### src/rtl/cpu_pkg.sv
// Shared register-file types: widths and the long-unit result FIFO entry.
// Imported by the write-port scheduler and its result FIFO.
package cpu_pkg;
  localparam int REG_W    = 5;
  localparam int DATA_W   = 32;
  localparam int NUM_REGS = 32;

  typedef struct packed {
    logic [REG_W-1:0]  addr;
    logic [DATA_W-1:0] data;
  } fifo_entry_t;
endpackage

### src/rtl/sync_fifo.sv
// Small synchronous FIFO of result entries; head visible combinationally, one-cycle push-to-pop.
// No internal backpressure: the caller must gate push with !full (push+pop when full keeps count).
module sync_fifo
  import cpu_pkg::*;
#(
  parameter int DEPTH = 2
) (
  input  logic        clk,
  input  logic        rst,
  input  logic        push,
  input  fifo_entry_t push_dat,
  input  logic        pop,
  output fifo_entry_t head,
  output logic        full,
  output logic        empty
);
  localparam int PW = (DEPTH > 1) ? $clog2(DEPTH) : 1;

  fifo_entry_t   mem_q [DEPTH];
  fifo_entry_t   mem_d [DEPTH];
  logic [PW-1:0] wr_q, wr_d, rd_q, rd_d;
  logic [PW:0]   cnt_q, cnt_d;

  always_comb begin
    mem_d = mem_q;
    wr_d  = wr_q;
    rd_d  = rd_q;
    cnt_d = cnt_q;
    if (push) begin
      mem_d[wr_q] = push_dat;
      wr_d        = wr_q + PW'(1);
    end
    if (pop) rd_d = rd_q + PW'(1);
    case ({push, pop})
      2'b10:   cnt_d = cnt_q + (PW+1)'(1);
      2'b01:   cnt_d = cnt_q - (PW+1)'(1);
      default: cnt_d = cnt_q;
    endcase
  end

  always_ff @(posedge clk or posedge rst) begin
    if (rst) begin
      for (int i = 0; i < DEPTH; i++) mem_q[i] <= '0;
      wr_q  <= '0;
      rd_q  <= '0;
      cnt_q <= '0;
    end else begin
      mem_q <= mem_d;
      wr_q  <= wr_d;
      rd_q  <= rd_d;
      cnt_q <= cnt_d;
    end
  end

  assign head  = mem_q[rd_q];
  assign full  = (cnt_q == (PW+1)'(DEPTH));
  assign empty = (cnt_q == '0);
endmodule

### src/rtl/rf_wb_sched.sv
// RF write-port scheduler: pipeline writeback wins, long-unit results drain from a FIFO when idle.
// Results reach the RF one cycle after acceptance at the earliest; lu_ready = FIFO not full; stall is combinational.
module rf_wb_sched
  import cpu_pkg::*;
#(
  parameter int DEPTH      = 2,
  parameter int STARVE_MAX = 4
) (
  input  logic              clk,
  input  logic              rst,
  input  logic              wb_we,
  input  logic [REG_W-1:0]  wb_a,
  input  logic [DATA_W-1:0] wb_d,
  input  logic              lu_issue,
  input  logic [REG_W-1:0]  lu_issue_a,
  input  logic              lu_valid,
  input  logic [REG_W-1:0]  lu_a,
  input  logic [DATA_W-1:0] lu_d,
  output logic              lu_ready,
  input  logic [REG_W-1:0]  chk_a1,
  input  logic [REG_W-1:0]  chk_a2,
  input  logic [REG_W-1:0]  chk_a3,
  input  logic              chk_we,
  output logic              stall,
  output logic              rf_we,
  output logic [REG_W-1:0]  rf_a,
  output logic [DATA_W-1:0] rf_wd,
  output logic              err
);
  localparam int CW = $clog2(STARVE_MAX + 1);

  fifo_entry_t         head, push_dat;
  logic                full, empty, push, pop, wb_eff;
  logic [NUM_REGS-1:0] busy_q, busy_d, set_mask, clr_mask;
  logic [CW-1:0]       cnt_q, cnt_d;
  logic                starve_q, starve_d, err_q, err_d;

  sync_fifo #(.DEPTH(DEPTH)) u_fifo (
    .clk      (clk),
    .rst      (rst),
    .push     (push),
    .push_dat (push_dat),
    .pop      (pop),
    .head     (head),
    .full     (full),
    .empty    (empty)
  );

  always_comb begin
    wb_eff   = wb_we && (wb_a != '0);
    pop      = !empty && !wb_eff;
    push     = lu_valid && !full;
    push_dat = '{addr: lu_a, data: lu_d};

    // r0 entries still pop, but never touch the RF
    rf_we = wb_eff || (pop && (head.addr != '0));
    rf_a  = wb_eff ? wb_a : head.addr;
    rf_wd = wb_eff ? wb_d : head.data;

    set_mask = '0;
    if (lu_issue && (lu_issue_a != '0)) set_mask[lu_issue_a] = 1'b1;
    clr_mask = '0;
    if (pop) clr_mask[head.addr] = 1'b1;
    busy_d    = (busy_q & ~clr_mask) | set_mask;
    busy_d[0] = 1'b0;

    err_d = err_q;
    if (lu_issue && (lu_issue_a != '0) && busy_q[lu_issue_a] && !clr_mask[lu_issue_a]) err_d = 1'b1;
    if (lu_valid && !busy_q[lu_a]) err_d = 1'b1;

    // non-empty and not popping means the head lost to a writeback
    if (pop || empty)                   cnt_d = '0;
    else if (cnt_q != CW'(STARVE_MAX)) cnt_d = cnt_q + CW'(1);
    else                                cnt_d = cnt_q;
    starve_d = !pop && (starve_q || (cnt_d == CW'(STARVE_MAX)));
  end

  always_ff @(posedge clk or posedge rst) begin
    if (rst) begin
      busy_q   <= '0;
      cnt_q    <= '0;
      starve_q <= 1'b0;
      err_q    <= 1'b0;
    end else begin
      busy_q   <= busy_d;
      cnt_q    <= cnt_d;
      starve_q <= starve_d;
      err_q    <= err_d;
    end
  end

  assign lu_ready = !full;
  assign err      = err_q;
  assign stall    = busy_q[chk_a1] || busy_q[chk_a2] || (chk_we && busy_q[chk_a3]) || starve_q;
endmodule

### config.mk
export PLATFORM = sky130hd
export DESIGN_NAME = rf_wb_sched
export DESIGN_NICKNAME = d
export VERILOG_FILES = /design/src/rtl/cpu_pkg.sv /design/src/rtl/sync_fifo.sv /design/src/rtl/rf_wb_sched.sv
export SDC_FILE = /design/constraint.sdc
export NUM_CORES = 1
export LEC_CHECK = 0
export BUFFER_PORTS_ARGS = -buffer_cell sky130_fd_sc_hd__buf_2
export CAP_MARGIN = 40
export CORE_MARGIN = 3
export CORE_UTILIZATION = 45
export CTS_BUF_LIST = sky130_fd_sc_hd__clkbuf_8
export DETAILED_ROUTE_END_ITERATION = 12
export PLACE_DENSITY = 0.78
export SYNTH_ARGS = -nofsm -noshare
export SYNTH_HDL_FRONTEND = slang
export SYNTH_SLANG_ARGS = --single-unit
export TNS_END_PERCENT = 1
### constraint.sdc
create_clock -name clk -period 3.2 [get_ports clk]
set_input_delay 0 -clock clk [delete_from_list [all_inputs] [get_ports clk]]
set_output_delay 0 -clock clk [all_outputs]
set_load 0.02 [all_outputs]
==> results of run 1 <==
## worst max-delay path by stage
stage,startpoint,endpoint,slack (ns)
3_3_place_gp,u_fifo.rd_q,busy_q[15],1.14
6_report,busy_q[8],stall,0.82
4_1_cts,busy_q[15],stall,0.82
2_1_floorplan,rst,busy_q[10],0.18
3_5_place_dp,u_fifo.rd_q,busy_q[15],1.14
5_1_grt,busy_q[15],stall,0.71
## metal layers
layer	routed length [um]	global-route usage, %
met1	7410	30.4
met2	8740	36.8
met3	1490	5.31
met4	360	7.72
met5	0	0
## placed cells by master (no fill, tap or decap), types with 18 or more instances in the layout
cell type        n
dfrtp_1        113
dlygate4sd3_1   42
nand2_1         50
mux4_2          36
mux2_2          77
buf_2          140
nor2_1          18
o21ai_0        101
clkbuf_8        19
mux2i_1         47
## critical path: cells and delay by family (launching register included)
family	cells	cell delay [ns]
simple gates	1	0.15
flops	1	0.47
compound gates	1	0.07
mux	3	1.07
buf+inv	1	0.18
## power by group through the flow
stage / clock, W / sequential, W / combinational (W)
floorplan: 0 / 0.00257 / 0.00256
global placement: 0 / 0.00281 / 0.00314
detailed placement: 0 / 0.00286 / 0.00322
CTS: 0.00144 / 0.00284 / 0.00328
global route: 0.00150 / 0.00296 / 0.00358
finish: 0.00141 / 0.00287 / 0.00328
## cell families after synthesis
| kind of cell | count (synthesis) | share of synthesized area, % |
|---|---|---|
| buf+inv | 45 | 3.08 |
| xor+xnor | 12 | 1.55 |
| fa+ha+maj | 3 | 0.554 |
| simple gates | 128 | 9.73 |
| mux | 160 | 31.7 |
| flops | 114 | 42.1 |
| compound gates | 137 | 11.3 |
## through the flow
stage                     hold WS, ns  setup WS [ns]  cells  util [%]
after floorplan                 0.151          0.184    599         -
after global placement          0.246           1.14    894      51.9
after detailed placement      -0.0601           1.14    895      52.0
after CTS                      0.0111          0.815    969      57.8
after global routing           0.0692          0.707    969      57.8
final                          0.0375          0.823    969      57.8
## cells in the mapped netlist (all sizes together), types with 4 or more instances
| master | number |
|---|---|
| a21oi | 10 |
| mux2i | 47 |
| nand2b | 9 |
| buf | 21 |
| inv | 10 |
| nand3 | 8 |
| mux4 | 36 |
| clkbuf | 14 |
| or3 | 4 |
| a31oi | 6 |
| nor3 | 9 |
| nor2 | 20 |
| xor2 | 7 |
| nand2 | 50 |
| o21ai | 102 |
| nor2b | 7 |
| nand3b | 8 |
| mux2 | 77 |
| dfrtp | 114 |
| xnor2 | 5 |
## final cells by class
cell class / count / area share, %
Inverter: 10 / 0.473
Timing Repair Buffer: 189 / 14.1
Multi-Input combinational cell: 440 / 44.0
Clock buffer: 19 / 3.09
Sequential cell: 114 / 33.7
Clock inverter: 13 / 1.91
Tap cell: 184 / 2.72
## state kept, by name, indices dropped and copies added (netlist names)
name          count
err               1
u_fifo.mem_q     74
cnt_q             3
starve_q          1
u_fifo.rd_q       1
busy_q           31
u_fifo.wr_q       1
u_fifo.cnt_q      2
==> impl_metrics.json, run 1 <==
{
  "grt_pass1_wl_um": 29600,
  "clock_latency_ns": 0.45,
  "die_h_um": 129,
  "ys_warn_count": 0,
  "core-area_um2": 14600,
  "holdBufCountCts": 42,
  "cp_common_cell": "mux4_2",
  "final-seq-area_um2": 2850,
  "hpwl_um": 12300,
  "gp_congestion": 0.889,
  "startpoint_type": "register",
  "synth_flop_cell": "dfrtp_1",
  "max_freq_mhz": 421,
  "dr_total_vias": 5692,
  "cts_tree": "done",
  "tightestPinTransition_ns": 0.811,
  "wl_per_cell_um": 18.6,
  "r2r_cells": 4,
  "die_area_um2": 16600,
  "dpl_cell_area_um2": 7620,
  "grt_usage_pct": 22.8,
  "required_ns": 3.20,
  "clockRootBuffer": "clkbuf_8",
  "hold_depth": 3,
  "first_iter_violations": 350,
  "start_util_pct": 46.3,
  "crit_type": "register to output pin",
  "slew_viol_final": 0,
  "htreeDepth": 4,
  "cp_cell_sequence": "mux2i_1 > mux4_2 > mux4_2 > nand2b_1 > o211ai_1 > buf_2",
  "fin_area_um2": 8460,
  "hold_end": "u_fifo.mem_q[32]",
  "synth_area_um2": 6780,
  "ys_ff_latch": 114,
  "die_x_um": 129,
  "hold_path_class": "input pin to register",
  "syn-num-nets": 702,
  "p_leak_nw": 3.68,
  "power_frac_clock_pct": 18.7,
  "nets": 875,
  "syn_avg_cell_area_um2": 11.3,
  "finalHoldViolCount": 0,
  "min_period_ns": 2.38,
  "drv_cap": 0,
  "cts_sinks": 114,
  "internal_power_w": 0.00464,
  "synth_area_leaders": "dfrtp_1, mux2_2, mux4_2",
  "grt_antenna_before_repair": 0,
  "rsz0062_at_grt": "false",
  "worstPathArrival_ns": 2.38,
  "crit_path_end_kind": "output pin",
  "synth.top_cell.area_share_pct": 42.1,
  "cpMaxStageDelayCell": "mux4_2",
  "rr_endpoint": "busy_q[15]",
  "cts_made_buffers": 17,
  "io_buffers": 140,
  "nFillCells": 1197,
  "status": "finished clean",
  "critPathMaxStageDelay_ns": 0.48,
  "p_per_area_nw_per_um2": 893,
  "rows": 44,
  "ff2ff_setup_slack_ns": 1.10,
  "comb_power_share_pct": 43.3,
  "critPathMaxFanout": 6,
  "yosysSeqAreaShare_pct": 42.1,
  "ctsLongestPathBuffers": 2,
  "grt_pass1_vias": 5748,
  "routed_wl_um": 18000,
  "multiInputGateArea_um2": 3720,
  "syn_inst": 599,
  "drive_gt1_share_pct": 38.7,
  "vdd_drop_max_mv": 0.464,
  "postCtsSetupRepairBufs": 0,
  "finalCritPeriodShare_pct": 74.3,
  "switching_share_pct": 38.6,
  "async_reset_ff_share_pct": 100,
  "r2r_start": "u_fifo.rd_q",
  "tns_ns": 0,
  "ant_nets": 0,
  "gr-total-overflow": 0,
  "synth-edff-count": 0,
  "maxSlewHeadroom_pct": 44.4,
  "power.total_w": 0.00756,
  "setup_viol": 0,
  "yosys.cell_types.count": 52,
  "yosys.area.top_type": "dfrtp_1",
  "p_switching_w": 0.00291,
  "hold_start": "lu_a[0]",
  "insertedDiodeCount": 0,
  "cts_resized": 0,
  "synthToLayoutAreaGrowth_pct": 24.9,
  "firstDrtPassIters": 5,
  "grt_max_degree": 70,
  "cts.clk_slew.worst_paths_ns": 0.07,
  "seqPwrFrac_pct": 38.0,
  "ios": 141,
  "drc": 0,
  "clock_skew_ns": 0.0102,
  "post_drt_via_cell_ratio": 5.87
}
(Power assumes the default switching activity.)
==> inputs of run 2 (changes only) <==
--- a/config.mk
+++ b/config.mk
@@ -5,13 +5,14 @@
 export SDC_FILE = /design/constraint.sdc
 export NUM_CORES = 1
 export LEC_CHECK = 0
+export ABC_AREA = 1
 export BUFFER_PORTS_ARGS = -buffer_cell sky130_fd_sc_hd__buf_2
 export CAP_MARGIN = 40
 export CORE_MARGIN = 3
 export CORE_UTILIZATION = 45
 export CTS_BUF_LIST = sky130_fd_sc_hd__clkbuf_8
 export DETAILED_ROUTE_END_ITERATION = 12
-export PLACE_DENSITY = 0.78
+export PLACE_DENSITY = 0.75
 export SYNTH_ARGS = -nofsm -noshare
 export SYNTH_HDL_FRONTEND = slang
 export SYNTH_SLANG_ARGS = --single-unit
==> constraint.sdc (replaced) <==
create_clock -name clk -period 2.4 [get_ports clk]
set_input_delay 0 -clock clk [delete_from_list [all_inputs] [get_ports clk]]
set_output_delay 0 -clock clk [all_outputs]
set_load 0.02 [all_outputs]
==> impl_metrics.json, run 2 <==
{
  "gp_congestion": 0.940,
  "grt_usage_pct": 27.3,
  "synth_area_leaders": "dfrtp_1, nand2_1, o21ai_0",
  "required_ns": 2.40,
  "regMostFlops": "u_fifo.mem_q",
  "p_switching_w": 0.00479,
  "grt_pass1_wl_um": 39000,
  "ys_ff_latch": 114,
  "grt_use_met1_pct": 36.3,
  "startpoint_type": "register",
  "cts_sinks": 114,
  "crit_path_end_kind": "output pin",
  "grt_use_met2_pct": 43.4,
  "hpwl_um": 16500,
  "core-area_um2": 15900,
  "yosysMostFrequentCell": "nand2_1",
  "insertedDiodeCount": 0,
  "synth-edff-count": 0,
  "dr_total_vias": 8029,
  "io_buffers": 140,
  "maxSlewHeadroom_pct": 43.2,
  "crit_type": "register to output pin",
  "biggestRegsByFlops": "u_fifo.mem_q: 74 flops, busy_q: 31 flops, cnt_q: 3 flops",
  "layout_common_cells": "nand2_1, o21ai_0, buf_2",
  "final_common_cell": "nand2_1",
  "ctsLongestPathBuffers": 2,
  "ant_nets": 0,
  "syn_inst": 1063,
  "yosysSeqAreaShare_pct": 38.9,
  "firstDrtPassIters": 6,
  "setup_viol": 0,
  "min_period_ns": 2.28,
  "grt.met3_usage_pct": 5.02,
  "seqPwrFrac_pct": 35.6,
  "wl_per_cell_um": 16.6,
  "cts_made_buffers": 17,
  "grt_antenna_before_repair": 0,
  "post_drt_via_cell_ratio": 5.53,
  "routed_wl_um": 24200,
  "syn-num-nets": 1166,
  "largest_reg_flops": 74,
  "finalCritPeriodShare_pct": 94.9,
  "critPathMaxFanout": 17,
  "max_freq_mhz": 439,
  "clock_latency_ns": 0.46,
  "yosys.cell_types.count": 41,
  "comb_power_share_pct": 43.8,
  "tightestPinTransition_ns": 0.846,
  "cpMaxStageDelayCell": "dfrtp_2",
  "yosys.area.top_type": "dfrtp_1",
  "grt_max_degree": 80,
  "gr-total-overflow": 0,
  "cp_cell_sequence": "buf_4 > nand2_1 > nand2_2 > nand3_2 > nor2_1 > o21ai_0 > buf_2",
  "start_util_pct": 46.1,
  "critPathMaxStageDelay_ns": 0.57,
  "synthTopCellsByCount": "nand2_1, o21ai_0, dfrtp_1",
  "rsz0062_at_grt": "false",
  "synth_area_um2": 7330,
  "postCtsSetupRepairBufs": 0,
  "cts_tree": "done",
  "dpl_cell_area_um2": 8220,
  "busiest_layer": "met2",
  "synthToLayoutAreaGrowth_pct": 23.8,
  "fin_area_um2": 9070,
  "finalHoldViolCount": 0,
  "p_per_area_nw_per_um2": 1120,
  "drc": 0,
  "nets": 1327,
  "internal_power_w": 0.00541,
  "hold_slack_ns": 0.0338,
  "first_iter_violations": 722,
  "clock_skew_ns": 0.0145,
  "die_x_um": 134,
  "power_frac_clock_pct": 20.5,
  "multiInputGateArea_um2": 3800,
  "clockRootBuffer": "clkbuf_8",
  "htreeDepth": 4,
  "cts.clk_slew.worst_paths_ns": 0.08,
  "p_leak_nw": 4.35,
  "final-seq-area_um2": 2850,
  "worstPathArrival_ns": 2.28,
  "cts_resized": 0,
  "switching_share_pct": 46.9,
  "drive_gt1_share_pct": 18.6,
  "async_reset_ff_share_pct": 100,
  "ys_warn_count": 0,
  "rows": 46,
  "status": "finished clean",
  "power.total_w": 0.0102,
  "drv_cap": 0,
  "die_h_um": 134,
  "grt_pass1_vias": 7621,
  "fin_util_pct": 57.1,
  "nFillCells": 1522,
  "ios": 141,
  "die_area_um2": 17800,
  "slew_viol_final": 0,
  "vdd_drop_max_mv": 0.714,
  "tns_ns": 0,
  "hold_path_class": "input pin to register",
  "syn_avg_cell_area_um2": 6.89,
  "synth.top_cell.area_share_pct": 38.9,
  "synth_flop_cell": "dfrtp_1"
}
==> run 2: changes by cell type in the layout (fill, tap and decap cells not counted), moves of 11 or more <==
cell | previous run | this run
mux4_2 | 36 | 0
nor2_1 | 18 | 79
o22ai_1 | 2 | 13
a21oi_1 | 10 | 66
o21ai_0 | 101 | 177
a31oi_1 | 6 | 34
mux2i_1 | 47 | 0
nand2_1 | 50 | 243
o21ai_1 | 1 | 14
mux2_2 | 77 | 0
nand3_1 | 7 | 72
nor3_1 | 8 | 23
inv_1 | 10 | 96
==> run 2: power groups by stage <==
| stage | logic, W | clock network [W] | registers (W) |
|---|---|---|---|
| 3_5_place_dp | 0.00435 | 0 | 0.00363 |
| 2_1_floorplan | 0.00324 | 0 | 0.00327 |
| 4_1_cts | 0.00442 | 0.00212 | 0.00360 |
| 6_report | 0.00447 | 0.00209 | 0.00363 |
| 3_3_place_gp | 0.00426 | 0 | 0.00361 |
| 5_1_grt | 0.00497 | 0.00220 | 0.00373 |
==> run 2: metal layers <==
metal | up-vias | wire length, um
met3 | 69 | 1870
met5 | - | 0
li1 | 3903 | -
met1 | 3677 | 10300
met4 | 0 | 874
met2 | 380 | 11100
==> run 2: final cells by class <==
cell class	count	share of cell area, %
multi-input cells	783	41.9
flip-flops and latches	114	31.5
repair buffers	198	14.0
inverters	110	4.62
well taps	216	2.98
clock buffers	17	2.58
clock inverters	15	2.43
==> run 2: timing repair <==
item / in CTS / in global routing
hold buffers: 40 / 0
endpoints found under the setup margin: 0 / 0
hold endpoints to repair: 194 / 0
==> run 2: cell families (layout without fill, tap and decap cells) <==
kind of cell               after synthesis  after routing  share of synthesized area [%]
AOI/OAI and AO/OA                      322            322                           23.7
DFF                                    114            114                           38.9
and+or+nand+nor                        453            453                           26.9
xor gates and xnor gates                 5              5                          0.598
adders and majority gates                3              3                          0.512
buffers and inverters                  166            340                           9.31
==> run 2: final timing paths <==
check	start	endpoint	slack, ns	cells past startpoint
max	u_fifo.rd_q	rf_we	0.12	7
min	lu_issue_a[3]	busy_q[19]	0.03	5
max reg2reg	u_fifo.rd_q	err	0.37	12
min reg2reg	u_fifo.mem_q[40]	u_fifo.mem_q[40]	0.49	2
max in group asynchronous	rst	cnt_q[1]	1.77	4
min in group asynchronous	rst	u_fifo.mem_q[8]	0.20	4
==> run 2: per-stage QoR <==
stage | instances | worst slack (ns)
after global routing | 1453 | 0.0291
after global placement | 1381 | 0.454
after floorplan | 1063 | 0.790
after CTS | 1453 | 0.126
after detailed placement | 1381 | 0.403
final | 1453 | 0.121
==> run 2: critical path: cells and delay by family (launching register included) <==
family,cells,cell delay [ns]
AOI/OAI and AO/OA,1,0.14
buffers and inverters,2,0.49
DFF,1,0.57
and+or+nand+nor,4,0.63
